## src/rtl/seg7_pkg.sv

```systemverilog
// Shared definitions for the 7-segment scan receiver: segment codes (active-low,
// bit6=a .. bit0=g) and the digit-change event record.
package seg7_pkg;

    localparam logic [6:0] SEG_0     = 7'b0000001;
    localparam logic [6:0] SEG_1     = 7'b1001111;
    localparam logic [6:0] SEG_2     = 7'b0010010;
    localparam logic [6:0] SEG_3     = 7'b0000110;
    localparam logic [6:0] SEG_4     = 7'b1001100;
    localparam logic [6:0] SEG_5     = 7'b0100100;
    localparam logic [6:0] SEG_6     = 7'b0100000;
    localparam logic [6:0] SEG_7     = 7'b0001111;
    localparam logic [6:0] SEG_8     = 7'b0000000;
    localparam logic [6:0] SEG_9     = 7'b0000100;
    localparam logic [6:0] SEG_BLANK = 7'b1111111;

    // idx is sized for the largest supported display (up to 256 digits)
    typedef struct packed {
        logic [7:0] idx;
        logic [3:0] val;
        logic       blank;
    } seg7_event_t;

endpackage

```

## src/rtl/seg7_scan_rx_if.sv

```systemverilog
// Valid/ready event stream carrying digit-change events out of seg7_scan_rx.
interface seg7_scan_rx_if #(
    parameter int IDXW = 3
);
    logic            out_valid;
    logic            out_ready;
    logic [IDXW-1:0] out_idx;
    logic [3:0]      out_val;
    logic            out_blank;

    modport master (output out_valid, out_idx, out_val, out_blank, input out_ready);
    modport slave  (input out_valid, out_idx, out_val, out_blank, output out_ready);
endinterface

```

## src/rtl/seg7_dec.sv

```systemverilog
// Inverse of the BCD-to-segment table: recovers the digit, a blank, or flags
// any pattern that the display driver can never produce.
module seg7_dec
    import seg7_pkg::*;
(
    input  logic [6:0] seg,
    output logic [3:0] val,
    output logic       blank,
    output logic       bad
);

    // Pattern lookup; unknown patterns are reported rather than guessed
    always_comb begin
        val   = 4'd0;
        blank = 1'b0;
        bad   = 1'b0;
        case (seg)
            SEG_0:     val   = 4'd0;
            SEG_1:     val   = 4'd1;
            SEG_2:     val   = 4'd2;
            SEG_3:     val   = 4'd3;
            SEG_4:     val   = 4'd4;
            SEG_5:     val   = 4'd5;
            SEG_6:     val   = 4'd6;
            SEG_7:     val   = 4'd7;
            SEG_8:     val   = 4'd8;
            SEG_9:     val   = 4'd9;
            SEG_BLANK: blank = 1'b1;
            default:   bad   = 1'b1;
        endcase
    end

endmodule

```

## src/rtl/seg7_scan_rx.sv

```systemverilog
// Receive side of the multiplexed 7-segment bus: debounces each scan slot,
// decodes it back to BCD per digit and queues digit-change events.
module seg7_scan_rx
    import seg7_pkg::*;
#(
    parameter int NDIG   = 8,
    parameter int STABLE = 4,
    parameter int DEPTH  = 4
) (
    input  logic                clk,
    input  logic                rst_n,
    input  logic [6:0]          seg_i,
    input  logic [NDIG-1:0]     an_i,
    output logic [4*NDIG-1:0]   digits_o,
    output logic [NDIG-1:0]     blank_o,
    output logic                err_o,
    output logic                ovf_o,
    seg7_scan_rx_if.master      ev
);

    localparam int IDXW = $clog2(NDIG);
    localparam int CNTW = $clog2(STABLE + 1);
    localparam int AW   = $clog2(DEPTH);

    logic [NDIG-1:0] s_an_r;
    logic [6:0]      s_seg_r;
    logic [CNTW-1:0] cnt_r;
    logic [AW:0]     wr_ptr_r;
    logic [AW:0]     rd_ptr_r;
    seg7_event_t     mem_r [DEPTH];

    logic            same_s, commit_s, changed_s, push_s, write_s, pop_s;
    logic            full_s, empty_s;
    logic [IDXW-1:0] idx_s;
    logic [3:0]      dec_val_s;
    logic            dec_blank_s, dec_bad_s;
    seg7_event_t     wr_ev_s, head_s;
    logic            unused_idx_hi_s;

    seg7_dec u_dec (
        .seg   (s_seg_r),
        .val   (dec_val_s),
        .blank (dec_blank_s),
        .bad   (dec_bad_s)
    );

    // Commit qualification, change detection and FIFO flags
    always_comb begin
        same_s   = ({an_i, seg_i} == {s_an_r, s_seg_r});
        // commit fires only on the count step into STABLE, so once per stable period
        commit_s = same_s && (cnt_r == CNTW'(STABLE - 1)) && $onehot(~s_an_r);
        idx_s    = {IDXW{1'b0}};
        for (int k = 0; k < NDIG; k++) begin
            idx_s = idx_s | (s_an_r[k] ? {IDXW{1'b0}} : IDXW'(k));
        end
        changed_s = (digits_o[{idx_s, 2'b00} +: 4] != dec_val_s) ||
                    (blank_o[idx_s] != dec_blank_s);
        push_s    = commit_s && !dec_bad_s && changed_s;
        empty_s   = (wr_ptr_r == rd_ptr_r);
        full_s    = (wr_ptr_r == {~rd_ptr_r[AW], rd_ptr_r[AW-1:0]});
        pop_s     = !empty_s && ev.out_ready;
        write_s   = push_s && (!full_s || pop_s);
        wr_ev_s   = '{idx: 8'(idx_s), val: dec_val_s, blank: dec_blank_s};
        head_s    = mem_r[rd_ptr_r[AW-1:0]];
    end

    // Sample register and stability counter
    always_ff @(posedge clk or negedge rst_n) begin
        if (!rst_n) begin
            s_an_r  <= {NDIG{1'b1}};
            s_seg_r <= 7'b1111111;
            cnt_r   <= {CNTW{1'b0}};
        end else if (!same_s) begin
            s_an_r  <= an_i;
            s_seg_r <= seg_i;
            cnt_r   <= {CNTW{1'b0}};
        end else if (cnt_r < CNTW'(STABLE)) begin
            cnt_r   <= cnt_r + CNTW'(1);
        end
    end

    // Stored digits and sticky error flags
    always_ff @(posedge clk or negedge rst_n) begin
        if (!rst_n) begin
            digits_o <= {(4*NDIG){1'b0}};
            blank_o  <= {NDIG{1'b1}};
            err_o    <= 1'b0;
            ovf_o    <= 1'b0;
        end else begin
            if (push_s) begin
                digits_o[{idx_s, 2'b00} +: 4] <= dec_val_s;
                blank_o[idx_s]                <= dec_blank_s;
            end
            if (commit_s && dec_bad_s) begin
                err_o <= 1'b1;
            end
            if (push_s && full_s && !pop_s) begin
                ovf_o <= 1'b1;
            end
        end
    end

    // FIFO pointers; the extra MSB separates full from empty
    always_ff @(posedge clk or negedge rst_n) begin
        if (!rst_n) begin
            wr_ptr_r <= {(AW+1){1'b0}};
            rd_ptr_r <= {(AW+1){1'b0}};
        end else begin
            if (write_s) begin
                wr_ptr_r <= wr_ptr_r + (AW+1)'(1);
            end
            if (pop_s) begin
                rd_ptr_r <= rd_ptr_r + (AW+1)'(1);
            end
        end
    end

    // FIFO storage needs no reset: contents are only visible when not empty
    always_ff @(posedge clk) begin
        if (write_s) begin
            mem_r[wr_ptr_r[AW-1:0]] <= wr_ev_s;
        end
    end

    assign ev.out_valid    = !empty_s;
    assign ev.out_idx      = head_s.idx[IDXW-1:0];
    assign ev.out_val      = head_s.val;
    assign ev.out_blank    = head_s.blank;
    assign unused_idx_hi_s = ^head_s.idx;

endmodule
```

## src/flat_wrapper.sv

```systemverilog
// flat-port wrapper written by rule: the top's interface ports become plain ports
module seg7_scan_rx_flat import seg7_pkg::*;
#(
    parameter int NDIG   = 8,
    parameter int STABLE = 4,
    parameter int DEPTH  = 4
)
  (clk, rst_n, seg_i, an_i, digits_o, blank_o, err_o, ovf_o, ev_out_valid, ev_out_idx, ev_out_val, ev_out_blank, ev_out_ready);
  seg7_scan_rx_if ev_i ();
  input  logic clk;
  input  logic rst_n;
  input  logic [6:0] seg_i;
  input  logic [NDIG-1:0] an_i;
  output logic [4*NDIG-1:0] digits_o;
  output logic [NDIG-1:0] blank_o;
  output logic err_o;
  output logic ovf_o;
  output wire logic [$bits(ev_i.out_valid)-1:0] ev_out_valid;
  output wire logic [$bits(ev_i.out_idx)-1:0] ev_out_idx;
  output wire logic [$bits(ev_i.out_val)-1:0] ev_out_val;
  output wire logic [$bits(ev_i.out_blank)-1:0] ev_out_blank;
  input wire logic [$bits(ev_i.out_ready)-1:0] ev_out_ready;
  assign ev_out_valid = ev_i.out_valid;
  assign ev_out_idx = ev_i.out_idx;
  assign ev_out_val = ev_i.out_val;
  assign ev_out_blank = ev_i.out_blank;
  assign ev_i.out_ready = ev_out_ready;
  seg7_scan_rx #(.NDIG(NDIG), .STABLE(STABLE), .DEPTH(DEPTH)) u_core (.clk(clk), .rst_n(rst_n), .seg_i(seg_i), .an_i(an_i), .digits_o(digits_o), .blank_o(blank_o), .err_o(err_o), .ovf_o(ovf_o), .ev(ev_i));
endmodule
```

## config.mk

```make
export PLATFORM = sky130hd
export DESIGN_NAME = seg7_scan_rx_flat
export DESIGN_NICKNAME = d
export VERILOG_FILES = /design/src/rtl/seg7_pkg.sv /design/src/rtl/seg7_scan_rx_if.sv /design/src/rtl/seg7_dec.sv /design/src/rtl/seg7_scan_rx.sv /design/src/flat_wrapper.sv
export SDC_FILE = /design/constraint.sdc
export NUM_CORES = 1
export LEC_CHECK = 0
export ABC_AREA = 1
export CAP_MARGIN = 5
export CORE_MARGIN = 2
export CORE_UTILIZATION = 50
export CTS_CLUSTER_SIZE = 8
export DETAILED_ROUTE_END_ITERATION = 8
export GPL_TIMING_DRIVEN = 0
export HOLD_SLACK_MARGIN = 0.03
export PLACE_DENSITY = 0.73
export SKIP_CTS_REPAIR_TIMING = 1
export SYNTH_ARGS = -nofsm -noshare
export SYNTH_HDL_FRONTEND = slang
export SYNTH_SLANG_ARGS = --single-unit
```

## constraint.sdc

```tcl
create_clock -name clk -period 5.4 [get_ports clk]
set_input_delay 0.81 -clock clk [delete_from_list [all_inputs] [get_ports clk]]
set_output_delay 0.81 -clock clk [all_outputs]
set_load 0.1 [all_outputs]
```

Word-level counts from Yosys, hierarchy flattened
Memories as Yosys holds them, arrays and structs flattened. Index checks and enable logic that the tools add are counted.

$add $sub $neg: 11. Magnitude comparators: 3. Equal/unequal tests: 18. Shift operators: 3. Mux-type cells: 20. Bitwise gates (word level): 8. Reductions and logical operators: 17.

Operators with widths (number): $pmux 4 s9 (1); $bwmux 32 (1); $shift 4x7->32 const A (1); $shiftx 32x6->4 (1); $shiftx 4x7->32 (1); $eq 7x7->1 const B (3); $mux 3 (6); $or 3x3->3 (6); $eq 15x15->1 (1); $eq 7x3->1 const B (2); $eq 7x6->1 const B (2); $add 4x4->4 (3); $reduce_or 11->1 (1); $logic_and 1x1->1 (10); $add 3x1->3 const B (3); $add 1x1->2 (4); $bwmux 8 (1); $not 8->8 (1); $eq 7x1->1 const B (1); $eq 7x4->1 const B (1); $eq 7x5->1 const B (1); $logic_not 7->1 (1); $mux 1 (7); $neg 5->7 (1); other kinds (15) (20).

Bits in registers: 66. Memory bits (writable): 32. Bits of input ports: 18. Memories kept: 1.

Memory list: u_core.mem_r (depth 4, width 8, rd ports 1, clocked after Yosys merged registers in 0, write ports 1, RTL line seg7_scan_rx.sv:30) `seg7_event_t mem_r [DEPTH];`.

Logic depth before layout (Yosys ltp)
Gate-level depths: netlist of the first run.

Word-level depth: 15. Depth in mapped cells: 16.

Modules after synthesis
Synthesis of the first run repeated with hierarchy kept, for this count alone.

Cell total of the unflattened synthesis: 696. Area, all modules: 5731.7 sq um.

By module, submodules not included: seg7_scan_rx (times used 1, cells each 644, area each 5506.5 sq um, seq. area each 2641.3 sq um); seg7_dec (times used 1, cells each 52, area each 225.2 sq um, seq. area each 0.0 sq um).

Worst setup path before layout of the first run
Ideal clock, no wire load.

Path kind: register to register. Start: reg u_core.s_an_r[7]. End: mem u_core.mem_r[0][0] (netlist bit), enable pin. Library setup time: 371 ps. Arrival: 3759 ps. Required time: 5029 ps. Slack: 1271 ps. Cell stages (with the launch flop): 14. Cells stage by stage: dfstp_2 -> inv_1 -> ha_1 -> fa_1 -> inv_1 -> fa_1 -> inv_1 -> ha_1 -> fa_1 -> nor3_1 -> nand3_1 -> nor3_1 -> nand3_1 -> nor2_1.

Cells in the longest elaborated chain, start to end: 11.

Ends and longest elaborated chain: start, declared (RTL line seg7_scan_rx.sv:25) `logic [NDIG-1:0] s_an_r;`; start signal, assigned (RTL line seg7_scan_rx.sv:70) `s_an_r <= {NDIG{1'b1}};`; start signal, assigned (RTL line seg7_scan_rx.sv:74) `s_an_r <= an_i;`; $not 8->8 (RTL line seg7_scan_rx.sv:51) `commit_s = same_s && (cnt_r == CNTW'(STABLE - 1)) && $onehot(~s_an_r);`; $add 1x1->2 (not written as such) (RTL line seg7_scan_rx.sv:51); $add 4x4->4 (not written as such) (2 in series) (RTL line seg7_scan_rx.sv:51); $eq 4x1->1 (RTL line seg7_scan_rx.sv:51); $logic_and 1x1->1 (RTL line seg7_scan_rx.sv:51); $logic_and 1x1->1 (RTL line seg7_scan_rx.sv:58) `push_s = commit_s && !dec_bad_s && changed_s;`; $logic_and 1x1->1 * (RTL line seg7_scan_rx.sv:58); $logic_and 1x1->1 * (RTL line seg7_scan_rx.sv:62) `write_s = push_s && (!full_s || pop_s);`; $mux 1 * (RTL line seg7_scan_rx.sv:120) `if (write_s) begin`; $mux 1 (not written as such) * (RTL line seg7_scan_rx.sv:121) `mem_r[wr_ptr_r[AW-1:0]] <= wr_ev_s;`; end, declared (RTL line seg7_scan_rx.sv:30).

Every way passes the cells marked *; elsewhere a longest branch is shown, timed or not. The select of a mux whose other input is x is not followed.

Final worst setup path of the first run
Start: reg u_core.s_an_r[7]. End: mem u_core.mem_r[3][6] (netlist bit), enable pin.

The elaborated chain is that of the path after synthesis.

==> results of run 1 <==
path summary, 6_finish.rpt:
check                                     end  cells after the start
max                        u_core.mem_r[3][6]                     13
min                         u_core.blank_o[7]                      2
max reg2reg                u_core.mem_r[3][6]                     13
min reg2reg                 u_core.blank_o[7]                      2
max in group asynchronous  u_core.rd_ptr_r[1]                      1
min in group asynchronous  u_core.digits_o[1]                      1
where the power goes:
group / switching, mW / internal, mW / leakage, nW
sequential: 0.0151 / 0.788 / 1.11
combinational: 0.560 / 0.185 / 1.79
clock: 0.267 / 0.404 / 0.148
routing by layer:
layer  share of wire  global-route usage
met1            0.44               0.336
met5               0                   0
met2            0.49               0.440
met4           0.027               0.117
met3           0.051              0.0370
synth_stat cells:
| master | count |
|---|---|
| edfxtp_1 | 32 |
| inv_2 | 1 |
| o31ai_1 | 1 |
| o22ai_1 | 8 |
| buf_2 | 8 |
| nand2_4 | 1 |
| nor4_1 | 4 |
| nand3_1 | 49 |
| buf_1 | 4 |
| ha_1 | 20 |
| nor3_1 | 28 |
| nand4_1 | 54 |
| nor4b_1 | 1 |
| nor2_2 | 5 |
| xnor2_1 | 9 |
| nand2_1 | 169 |
| o21bai_1 | 1 |
| a21oi_1 | 4 |
| xor2_1 | 12 |
| or2_2 | 1 |
| fa_1 | 4 |
| nor2_1 | 61 |
| inv_1 | 67 |
| clkbuf_1 | 26 |
| nor3_2 | 1 |
| buf_6 | 5 |
| nand3b_1 | 7 |
| nand3_4 | 8 |
| o21ai_1 | 4 |
| nand3_2 | 2 |
| nor2_4 | 3 |
| buf_4 | 1 |
| dfrtp_1 | 43 |
| nand2_2 | 2 |
| o21ai_0 | 17 |
| nor4_2 | 1 |
| dfstp_2 | 23 |
final cells by class:
type                    instances  area [µm²]
clock buffers                  12         236
fillers                      1004        4390
multi-input cells             477        2660
well taps                     143         179
inverters                      68         255
clock inverters                 4        68.8
repair buffers                 68         678
plain buffers                  44         216
flip-flops and latches         98        2640
worst max-delay path, delay by kind of cell, from the launching register on:
family        cells  cell delay, ns
flops             1            0.63
fa+ha+maj         5            1.94
buf+inv           3            0.17
simple gates      5            1.77
kinds of logic after synthesis:
| logic type | after synthesis | share of synthesized area |
|---|---|---|
| AOI/OAI and AO/OA | 35 | 0.0330 |
| xor gates and xnor gates | 21 | 0.0319 |
| DFF | 98 | 0.458 |
| buffers and inverters | 112 | 0.0818 |
| adders and majority gates | 24 | 0.0573 |
| and+or+nand+nor | 397 | 0.338 |
state kept, by name (all words and copies together), names as in the netlist:
name and flops:
u_core.cnt_r 3, u_core.rd_ptr_r 3, u_core.s_an_r 8, u_core.wr_ptr_r 3
u_core.ovf_o 1, u_core.digits_o 32, u_core.s_seg_r 7, u_core.mem_r 32
u_core.err_o 1, u_core.blank_o 8
stage by stage:
step	hold WS [ns]	cells	setup WS [ns]	instance area, µm²
after global routing	0.505	914	0.170	6930
after global placement	0.475	898	0.606	6630
after detailed placement	0.474	898	0.483	6630
after floorplan	0.466	687	1.27	5770
final	0.479	914	0.511	6930
after CTS	0.482	914	0.475	6930
layout by cell type (no fill, tap or decap), types with 17 or more instances in the layout:
cell type and instances:
inv_1 67, clkdlybuf4s50_1 67, dfstp_2 23, clkbuf_1 29, nand3_1 49, nor3_1 28
o21ai_0 17, nor2_1 61, edfxtp_1 32, dfrtp_1 43, ha_1 20, nand4_1 54
nand2_1 169
==> impl_metrics.json, run 1 <==
{
  "grt_use_total": 0.261,
  "rrSetupSlack_ns": 0.51,
  "grt_overflow": 0,
  "r2r-start": "u_core.s_an_r[7]",
  "portBuffers": 68,
  "grt_max_degree": 67,
  "dp_hpwl_um": 11800,
  "diodes": 0,
  "cts_tree": "yes",
  "tns_ns": 0,
  "gp_congestion": 0.977,
  "hp-class": "reg -> reg",
  "ios": 69,
  "synth_nets": 729,
  "drt_iter0_drc": 392,
  "start_util": 0.510,
  "slew_headroom": 0.332,
  "yosysTopAreaCellShare": 0.187,
  "timing.final.hold_violations": 0,
  "layout-drive-gt1-share": 0.0973,
  "drcViolationCount": 0,
  "ys_seq_elements": 98,
  "first_global_vias": 5052,
  "root_buffer": "clkbuf_16",
  "slowest_delay_ns": 0.68,
  "wl_per_cell_um": 17.2,
  "vias": 5112,
  "postRouteAntennaNets": 0,
  "routed_via_density": 5.59,
  "dieArea_mm2": 0.0124,
  "synth_cells": 687,
  "core-area_mm2": 0.0113,
  "synth_area_leaders": "dfrtp_1 19%, edfxtp_1 17%, nand2_1 11%",
  "status": "complete, no violations",
  "drt-total-wl_um": 15700,
  "power_density_mw_per_mm2": 320,
  "setup_viol": 0,
  "critPathArrivalTime_ns": 4.87,
  "std_cell_rows": 39,
  "synth.yosys.seq_area_share": 0.458,
  "crit_path_start": "u_core.s_an_r[7]",
  "syn_area_mm2": 0.00577,
  "end_kind": "flop",
  "clk_latency_ns": 0.35,
  "worst_pin_slew_ns": 0.994,
  "area_growth_pct": 20.2,
  "p_total_mw": 2.22,
  "fmax_mhz": 205,
  "yosys.area.top_type": "dfrtp_1",
  "die_y_um": 111,
  "antenna_found_initial": 0,
  "finalCritPeriodShare": 0.905,
  "synth_cell_types": 37,
  "path_class": "reg -> reg",
  "startpoint_type": "flop",
  "crit_required_ns": 5.38,
  "h-tree-depth": 3,
  "cp_slowest_cell": "nor2_1",
  "nets": 808,
  "grt_pass1_wl_um": 25400,
  "drtPass1Iterations": 5,
  "rsz0062_at_grt": "false",
  "finalCriticalPeriod_ns": 4.89,
  "leakage_nw": 3.04,
  "syn-mean-instance-area_um2": 8.40,
  "crit_fanout": 8,
  "cap_viol_max_count": 0,
  "synth_warnings": 0,
  "clock_path_buffers": 2,
  "dieWidth_um": 111,
  "cts_buffers": 9,
  "clock_skew_ns": 0.00584,
  "min-delay-start": "u_core.blank_o[7]",
  "final_util": 0.612,
  "cts.clk_slew.worst_paths_ns": 0.06,
  "clock_sinks": 98,
  "cp_cell_sequence": "inv_1, ha_1, fa_1, inv_1, fa_1, inv_1, ha_1, fa_1, nor3_1, nand3_1, nor3_1, nand3_1, nor2_1",
  "slew_viol_final": 0,
  "vdd_drop_max_mv": 0.454
}
No activity file was read; power rests on OpenSTA's default activity.
==> run 2, diff against run 1 <==
Settings changed: ABC_CLOCK_PERIOD_IN_PS set to 5400.
==> results of run 2 <==
No change in the layout: final DEF, timing and power equal those of run 1.
==> run 3, diff against run 2 <==
Settings changed: SETUP_SLACK_MARGIN set to 0.5, SKIP_LAST_GASP set to 1.
==> impl_metrics.json, run 3 (synthesized netlist as in run 1, its figures left out) <==
{
  "final_util": 0.615,
  "status": "complete, no violations",
  "end_kind": "flop",
  "die_y_um": 111,
  "grt_use_total": 0.261,
  "top_usage_layer": "met2",
  "worst_pin_slew_ns": 0.989,
  "clock_sinks": 98,
  "cts_buffers": 9,
  "setup_viol": 0,
  "vdd_drop_max_mv": 0.454,
  "startpoint_type": "flop",
  "min_to": "u_core.blank_o[7]",
  "start_util": 0.510,
  "place_ws_ns": 0.483,
  "instances_no_fill": 914,
  "leakage_nw": 3.04,
  "diodes": 0,
  "p_total_mw": 2.22,
  "h-tree-depth": 3,
  "holdPathStages": 2,
  "dieWidth_um": 111,
  "drtPass1Iterations": 6,
  "cts_tree": "yes",
  "met1_usage": 0.336,
  "slew_viol_final": 0,
  "grtUsageMet2": 0.440,
  "crit_fanout": 8,
  "final_area_mm2": 0.00697,
  "timing.hold.ws_ns": 0.481,
  "use_met3": 0.0370,
  "postPlaceCellArea_mm2": 0.00663,
  "placed_cells": 898,
  "hp-class": "reg -> reg",
  "r2r_cells": 13,
  "nets": 808,
  "routed_via_density": 5.53,
  "finalCritPeriodShare": 0.817,
  "grt_overflow": 0,
  "cts.clk_slew.worst_paths_ns": 0.06,
  "fill_cells": 999,
  "ios": 69,
  "timing.final.hold_violations": 0,
  "clock_path_buffers": 2,
  "wl_per_cell_um": 17.2,
  "clk_latency_ns": 0.35,
  "r2r-start": "u_core.s_an_r[7]",
  "first_global_vias": 5052,
  "dieArea_mm2": 0.0124,
  "core-area_mm2": 0.0113,
  "r2r-end": "u_core.mem_r[1][0]",
  "final_common_cell": "nand2_1",
  "drcViolationCount": 0,
  "gp_congestion": 0.977,
  "fmax_mhz": 227,
  "drt_iter0_drc": 419,
  "finalCriticalPeriod_ns": 4.41,
  "rrSetupSlack_ns": 0.99,
  "fin_ws_ns": 0.990,
  "drt-total-wl_um": 15700,
  "seq_area_mm2": 0.00264,
  "grt_pass1_wl_um": 25400,
  "mostFrequentLayoutCells": "169 x nand2_1, 67 x inv_1, 67 x clkdlybuf4s50_1",
  "portBuffers": 68,
  "std_cell_rows": 39,
  "cap_viol_max_count": 0,
  "root_buffer": "clkbuf_16",
  "antenna_found_initial": 0,
  "multi_input_area_mm2": 0.00269,
  "min-delay-start": "u_core.blank_o[7]",
  "slew_headroom": 0.336,
  "path_class": "reg -> reg",
  "vias": 5058,
  "postRouteAntennaNets": 0,
  "clock_skew_ns": 0.00599,
  "critPathArrivalTime_ns": 4.42,
  "power_density_mw_per_mm2": 319,
  "area_growth_pct": 20.8,
  "rsz0062_at_grt": "false",
  "tns_ns": 0,
  "dp_hpwl_um": 11800,
  "crit_required_ns": 5.41,
  "layout-drive-gt1-share": 0.105,
  "grt_max_degree": 67
}
run 3: changes by cell type in the layout (fill, tap and decap cells not counted):
cell,delta
nand3_2,+1
nand3_1,-1
nor2_4,+3
nor2_2,+1
nor3_1,-1
nor2_1,-4
nor3_2,+1
run 3: report_power, final:
group | internal, mW | switching (mW)
registers | 0.788 | 0.0151
logic | 0.185 | 0.563
clock network | 0.404 | 0.264
run 3: per-layer routing:
metal  share of wire  routed length (µm)
met5               0                   0
met4           0.026                 410
met3           0.055                 859
met2            0.49                7650
met1            0.43                6780
run 3: critical path: stages (launching register included):
cell and delay (ns):
dfstp_2 0.63, inv_1 0.07, ha_1 0.21, fa_1 0.55
inv_1 0.06, fa_1 0.53, inv_1 0.04, ha_1 0.19
fa_1 0.47, nor3_1 0.14, nand3_1 0.10, nor3_2 0.38
nand3_2 0.31, nor2_2 0.39
run 3: area by class of cell:
type / instances / area share
clock inverter: 4 / 0.00988
clock buffer: 12 / 0.0340
timing repair buffer: 68 / 0.0974
multi-input combinational: 477 / 0.386
buffer: 44 / 0.0311
sequential: 98 / 0.379
inverter: 68 / 0.0366
tap: 143 / 0.0257
run 3: worst max path at each step:
stage                          start            endpoint  slack [ns]
floorplan           u_core.s_an_r[7]  u_core.mem_r[0][0]        1.27
global placement    u_core.s_an_r[7]  u_core.mem_r[3][4]        0.61
detailed placement  u_core.s_an_r[7]  u_core.mem_r[3][4]        0.48
CTS                 u_core.s_an_r[7]  u_core.mem_r[0][0]        0.48
global route        u_core.s_an_r[7]  u_core.mem_r[1][0]        0.74
finish              u_core.s_an_r[7]  u_core.mem_r[1][0]        0.99
